$ cat config.mk
export PLATFORM = sky130hd
export DESIGN_NAME = conv_frame_assembler
export DESIGN_NICKNAME = d
export VERILOG_FILES = /design/src/rtl/conv_frame_assembler_pkg.sv /design/src/rtl/conv_frame_outreg.sv /design/src/rtl/conv_frame_assembler.sv
export SDC_FILE = /design/constraint.sdc
export NUM_CORES = 1
export LEC_CHECK = 0
export CAP_MARGIN = 40
export CORE_AREA = 5 5 81 90
export DETAILED_ROUTE_END_ITERATION = 16
export DIE_AREA = 0 0 86 95
export GPL_TIMING_DRIVEN = 0
export HOLD_SLACK_MARGIN = 0.1
export SETUP_SLACK_MARGIN = 0.05
export SLEW_MARGIN = 5
export SYNTH_ARGS = -nofsm -noshare
export SYNTH_HDL_FRONTEND = slang
export SYNTH_SLANG_ARGS = --single-unit
$ cat constraint.sdc
create_clock -name sys_clk -period 4.4 [get_ports sys_clk]
set_input_delay 0.88 -clock sys_clk [delete_from_list [all_inputs] [get_ports sys_clk]]
set_output_delay 0.88 -clock sys_clk [all_outputs]
set_load 0.005 [all_outputs]
$ cat src/rtl/conv_frame_assembler_pkg.sv
// Shared constants and FSM encoding for the convolutional frame assembler.
// Latency: n/a (package only). Backpressure: n/a.
// Optional error-inject feature in the users of this package: CONV_FRAME_ERR_INJECT_EN.
package conv_frame_assembler_pkg;

    localparam int MAX_CODE_RATE   = 2;
    localparam int TRACEBACK_DEPTH = 16;

    typedef enum logic {
        ST_FILL = 1'b0,
        ST_WAIT = 1'b1
    } state_t;

endpackage

$ cat src/rtl/conv_frame_outreg.sv
// Output frame register with valid/ready hold; optional bit flip on load (CONV_FRAME_ERR_INJECT_EN).
// Latency: 1 cycle from load to frame_vld.
// Backpressure: data/pad held stable while frame_vld & !frame_rdy; load only when free or accepting.
module conv_frame_outreg
    import conv_frame_assembler_pkg::*;
#(
    parameter int FRAME_BITS = TRACEBACK_DEPTH
) (
    input  logic                          sys_clk,
    input  logic                          rst,
    input  logic                          en,
    input  logic                          load,
    input  logic [FRAME_BITS-1:0]         load_dat,
    input  logic                          load_pad,
`ifdef CONV_FRAME_ERR_INJECT_EN
    input  logic                          err_inject,
    input  logic [$clog2(FRAME_BITS)-1:0] err_pos,
`endif
    input  logic                          frame_rdy,
    output logic [FRAME_BITS-1:0]         frame_dat,
    output logic                          frame_vld,
    output logic                          frame_pad
);

    logic [FRAME_BITS-1:0] err_mask;

    always_comb begin
        err_mask = '0;
`ifdef CONV_FRAME_ERR_INJECT_EN
        if (err_inject) err_mask[err_pos] = 1'b1;
`endif
    end

    always_ff @(posedge sys_clk) begin
        if (rst) begin
            frame_dat <= '0;
            frame_vld <= 1'b0;
            frame_pad <= 1'b0;
        end else if (en) begin
            if (load) begin
                frame_dat <= load_dat ^ err_mask;
                frame_vld <= 1'b1;
                frame_pad <= load_pad;
            end else if (frame_vld && frame_rdy) begin
                frame_vld <= 1'b0;
            end
        end
    end

endmodule

$ cat src/rtl/conv_frame_assembler.sv
// Packs CODE_RATE-bit symbols MSB-first into FRAME_BITS frames; flush closes a zero-padded partial frame.
// Latency: frame valid 1 cycle after the last symbol (or flush). Optional macro: CONV_FRAME_ERR_INJECT_EN.
// Backpressure: a full frame waits in the assembly register (o_sym_ready=0) until the output register frees.
module conv_frame_assembler
    import conv_frame_assembler_pkg::*;
#(
    parameter int CODE_RATE  = MAX_CODE_RATE,
    parameter int FRAME_BITS = TRACEBACK_DEPTH
) (
    input  logic                          sys_clk,
    input  logic                          rst,
    input  logic                          en,
    input  logic [CODE_RATE-1:0]          i_sym_data,
    input  logic                          i_sym_valid,
    output logic                          o_sym_ready,
    input  logic                          i_flush,
`ifdef CONV_FRAME_ERR_INJECT_EN
    input  logic                          i_err_inject,
    input  logic [$clog2(FRAME_BITS)-1:0] i_err_pos,
`endif
    output logic [FRAME_BITS-1:0]         o_frame_data,
    output logic                          o_frame_valid,
    input  logic                          i_frame_ready,
    output logic                          o_frame_padded
);

    localparam int SYMS  = FRAME_BITS / CODE_RATE;
    localparam int CNT_W = $clog2(SYMS + 1);

    state_t                state, state_nxt;
    logic [CNT_W-1:0]      cnt, cnt_nxt;
    logic [FRAME_BITS-1:0] asm_dat, asm_nxt;
    logic                  pad_hold, pad_nxt;
    logic                  sym_acc, last_sym, complete, out_free;
    logic                  load, load_pad;
    logic [FRAME_BITS-1:0] load_dat, sym_word, fill_dat;

    assign o_sym_ready = !rst && (state == ST_FILL);
    assign sym_acc     = en && i_sym_valid && o_sym_ready;
    assign last_sym    = sym_acc && (cnt == CNT_W'(SYMS - 1));
    assign complete    = en && (state == ST_FILL) &&
                         (last_sym || (i_flush && ((cnt != '0) || sym_acc)));
    assign out_free    = !o_frame_valid || i_frame_ready;

    // Assembly register is zeroed after every transfer, so unfilled slots are already the pad value.
    always_comb begin
        sym_word = '0;
        sym_word[FRAME_BITS-1 -: CODE_RATE] = i_sym_data;
        fill_dat = sym_acc ? (asm_dat | (sym_word >> (cnt * CODE_RATE))) : asm_dat;
    end

    always_comb begin
        state_nxt = state;
        cnt_nxt   = cnt;
        asm_nxt   = asm_dat;
        pad_nxt   = pad_hold;
        load      = 1'b0;
        load_dat  = asm_dat;
        load_pad  = pad_hold;
        case (state)
            ST_FILL: begin
                if (complete) begin
                    cnt_nxt = '0;
                    if (out_free) begin
                        load     = 1'b1;
                        load_dat = fill_dat;
                        load_pad = !last_sym;
                        asm_nxt  = '0;
                    end else begin
                        state_nxt = ST_WAIT;
                        asm_nxt   = fill_dat;
                        pad_nxt   = !last_sym;
                    end
                end else if (sym_acc) begin
                    asm_nxt = fill_dat;
                    cnt_nxt = cnt + 1'b1;
                end
            end
            ST_WAIT: begin
                if (en && out_free) begin
                    load      = 1'b1;
                    asm_nxt   = '0;
                    cnt_nxt   = '0;
                    state_nxt = ST_FILL;
                end
            end
            default: state_nxt = ST_FILL;
        endcase
    end

    always_ff @(posedge sys_clk) begin
        if (rst) begin
            state    <= ST_FILL;
            cnt      <= '0;
            asm_dat  <= '0;
            pad_hold <= 1'b0;
        end else if (en) begin
            state    <= state_nxt;
            cnt      <= cnt_nxt;
            asm_dat  <= asm_nxt;
            pad_hold <= pad_nxt;
        end
    end

    conv_frame_outreg #(
        .FRAME_BITS (FRAME_BITS)
    ) u_outreg (
        .sys_clk    (sys_clk),
        .rst        (rst),
        .en         (en),
        .load       (load),
        .load_dat   (load_dat),
        .load_pad   (load_pad),
`ifdef CONV_FRAME_ERR_INJECT_EN
        .err_inject (i_err_inject),
        .err_pos    (i_err_pos),
`endif
        .frame_rdy  (i_frame_ready),
        .frame_dat  (o_frame_data),
        .frame_vld  (o_frame_valid),
        .frame_pad  (o_frame_padded)
    );

endmodule

==> key figures <==
Status
  • Status: complete, no violations

Setup path
  • Req. time, crit path: 3.52 ns
  • CP endpoint kind: primary output
  • Critical Path Fanout Max: 10
  • Startpoint Class: input port
  • FF-to-FF path depth: 7
  • WP data arrival: 3.12 ns
  • Critical path type: input port to primary output

Routing
  • Vias: 1866
  • Remaining DRCs: 0
  • TritonRoute pass-1 iters: 4
  • Vias per inst: 5.62
  • Final antenna-violating net count: 0
  • Drt wl/cell: 16.5 um
  • Initial drt markers: roughly 120
  • Drt total wl: 5.49 mm

Finish
  • Fin nets: 259
  • Final Non-Filler Cells: 332
  • Area Growth Syn to Fin: 22.6%
  • Antenna Cells: 0
  • Commonest cells after routing, fill and taps aside: 40 x dfxtp_1, 30 x a31oi_1, 25 x clkdlybuf4s50_1
  • Share of cells above drive strength 1: 22.8%
  • Commonest non-fill, non-tap cell in the layout: dfxtp_1

Synthesis
  • Most area-consuming cells after synthesis: dfxtp_1 38%, a211oi_2 9.4%, a31oi_1 8.8%
  • Syn Nets: roughly 230
  • Synth Instances: ~220
  • YS warnings: 0
  • Yosys cell types: 47
  • Post-synth ARST share: 0%
  • Area leader, netlist: dfxtp_1
  • Cell Area, Synth: 2120 um^2
  • Post-synth top area share: 37.7%
  • Post-Syn Area per Cell: 9.79 um^2
  • Top_reg_cell synth: dfxtp_1
  • Post-synth EDFFs: 0
  • Synth Register Bits: 40
  • Sequential share of the synthesized area: between 30% and 40%

Floorplan
  • Die H: 95 um
  • I/O Pins: 27
  • DIE AREA: 8170 um^2
  • Core area: around 6400 um^2
  • Initial Util: about 33%
  • DIE WIDTH: 86 um
  • Row Count: 31

Global route
  • GRT overflow: 0
  • Initial antenna violation count: 0
  • First-pass GRT wire length: slightly above 9 mm
  • Vias in the first global route: 1855
  • Gr usage total: 14.2%
  • Largest net degree at the start of global routing: 13

CTS
  • Max Buffers Root-to-Sink: 2
  • H-tree lvl count: 2
  • CTS Buf Count: 5
  • CTS tree: built
  • Root Driver: clkbuf_8
  • Post-CTS Hold Fix Bufs: 0
  • Post-CTS Resized: 0
  • Setup bufs post-CTS: 0
  • Worst-path clk slew: 0.08 ns
  • Worst-Skew Late Latency: 0.29 ns
  • Sink Count: 40

Power and ir drop
  • Worst vdd rail ir drop: ~0.18 mV
  • P per Cell Area: 308 nW/um^2
  • Leakage: 0.828 nW

Placement
  • Routability congestion estimate: 0.846
  • PortBufs: 25
  • Detailed Place HPWL: 4.04 mm
  • Placed insts: 324

Run
  • Max_cap viols: 0

Worst hold path
  • Hold Path Class: flop to flop
  • Hold depth: 2

STA
  • Unrepaired setup endpoints after global routing: false
  • Setup TNS: 0 ns
  • Hold Vio Cnt, Final: 0
  • Fmax: 0.250 GHz
  • Min cycle time layout: 4.00 ns
  • Slew @ Worst Pin: about 0.7 ns
  • Slew Viols, Final: 0
  • Final period util: 91.0%
  • Final setup violating endpoints: 0
  • Slew headroom: 53.2%
  • Final setup skew: 0.0105 ns
==> synth_stat cells (2+ instances only) <==
cell type  number
nor4_1          2
nor3_1          6
inv_1           9
dfxtp_1        40
a21oi_1        13
a41oi_1         4
nor2_1         15
nand2b_1        3
and3_1          2
ha_1            2
clkbuf_1        7
nand3_1         2
nor3_2         18
buf_6           3
buf_8           2
o21ai_0         2
nand4_1         2
nand2_1         4
nor2b_1         2
o21ai_1         2
a31oi_1        30
a311oi_1        3
o211ai_1        2
buf_2           4
a211oi_2       16
==> registers in the layout, indices dropped and copies added (netlist names) <==
name                cells
cnt                     4
asm_dat                16
state                   1
u_outreg.frame_pad      1
u_outreg.frame_dat     16
u_outreg.frame_vld      1
pad_hold                1
==> stage by stage <==
step | total power [W] | utilization [%] | area, um^2 | hold WS [ns] | worst slack, ns
finish | 0.000803 | 40.7 | 2600 | 0.464 | 0.397
global route | 0.000833 | 40.7 | 2600 | 0.492 | 0.262
CTS | 0.000809 | 40.7 | 2600 | 0.474 | 0.368
detailed placement | 0.000480 | 38.7 | 2480 | 0.459 | 0.372
global placement | 0.000480 | 38.7 | 2480 | 0.451 | 0.393
floorplan | 0.000443 | - | 2120 | 0.443 | 1.83
==> cell families (layout without fill, tap and decap cells) <==
family / count (synthesis) / after routing / synth area share (%)
buffers and inverters: 26 / 59 / 6.95
AO/OA/AOI/OAI: 81 / 81 / 30.1
AND/OR/NAND/NOR: 67 / 67 / 23.6
flip-flops: 40 / 40 / 37.7
adder cells (fa/ha/maj): 2 / 2 / 1.18
multiplexers: 1 / 1 / 0.471
==> area by class of cell <==
cell class,count,area [um^2]
plain buffers,17,114
clock buffers,7,96.3
clock inverters,1,30.0
fillers,668,3800
inverters,9,33.8
multi-input cells,151,1180
flip-flops and latches,40,801
well taps,82,103
repair buffers,25,250
==> report_power, final <==
group          internal [W]   total, W  switching, W
clock network      0.000200   0.000331      0.000131
registers          0.000369   0.000373    0.00000456
logic             0.0000392  0.0000983     0.0000590
==> worst paths after layout <==
path / start / end / slack (ns)
worst min register to register: u_outreg.frame_pad / u_outreg.frame_pad / 0.46
worst min-delay path: u_outreg.frame_pad / u_outreg.frame_pad / 0.46
worst max-delay path: rst / o_sym_ready / 0.40
worst max register to register: cnt[0] / u_outreg.frame_dat[14] / 2.23
==> critical path, cell delays in order <==
cell,delay (ns)
clkdlybuf4s50_1,0.63
clkbuf_1,0.53
buf_1,0.53
nor2_1,0.08
clkdlybuf4s50_1,0.46
==> layer usage <==
metal | GRT usage, % | routed length (um)
met5 | 0 | 0
met4 | 4.09 | 55
met3 | 2.97 | 203
met2 | 24.2 | 2760
met1 | 17.9 | 2470
Power figures use the tool's default switching activity.
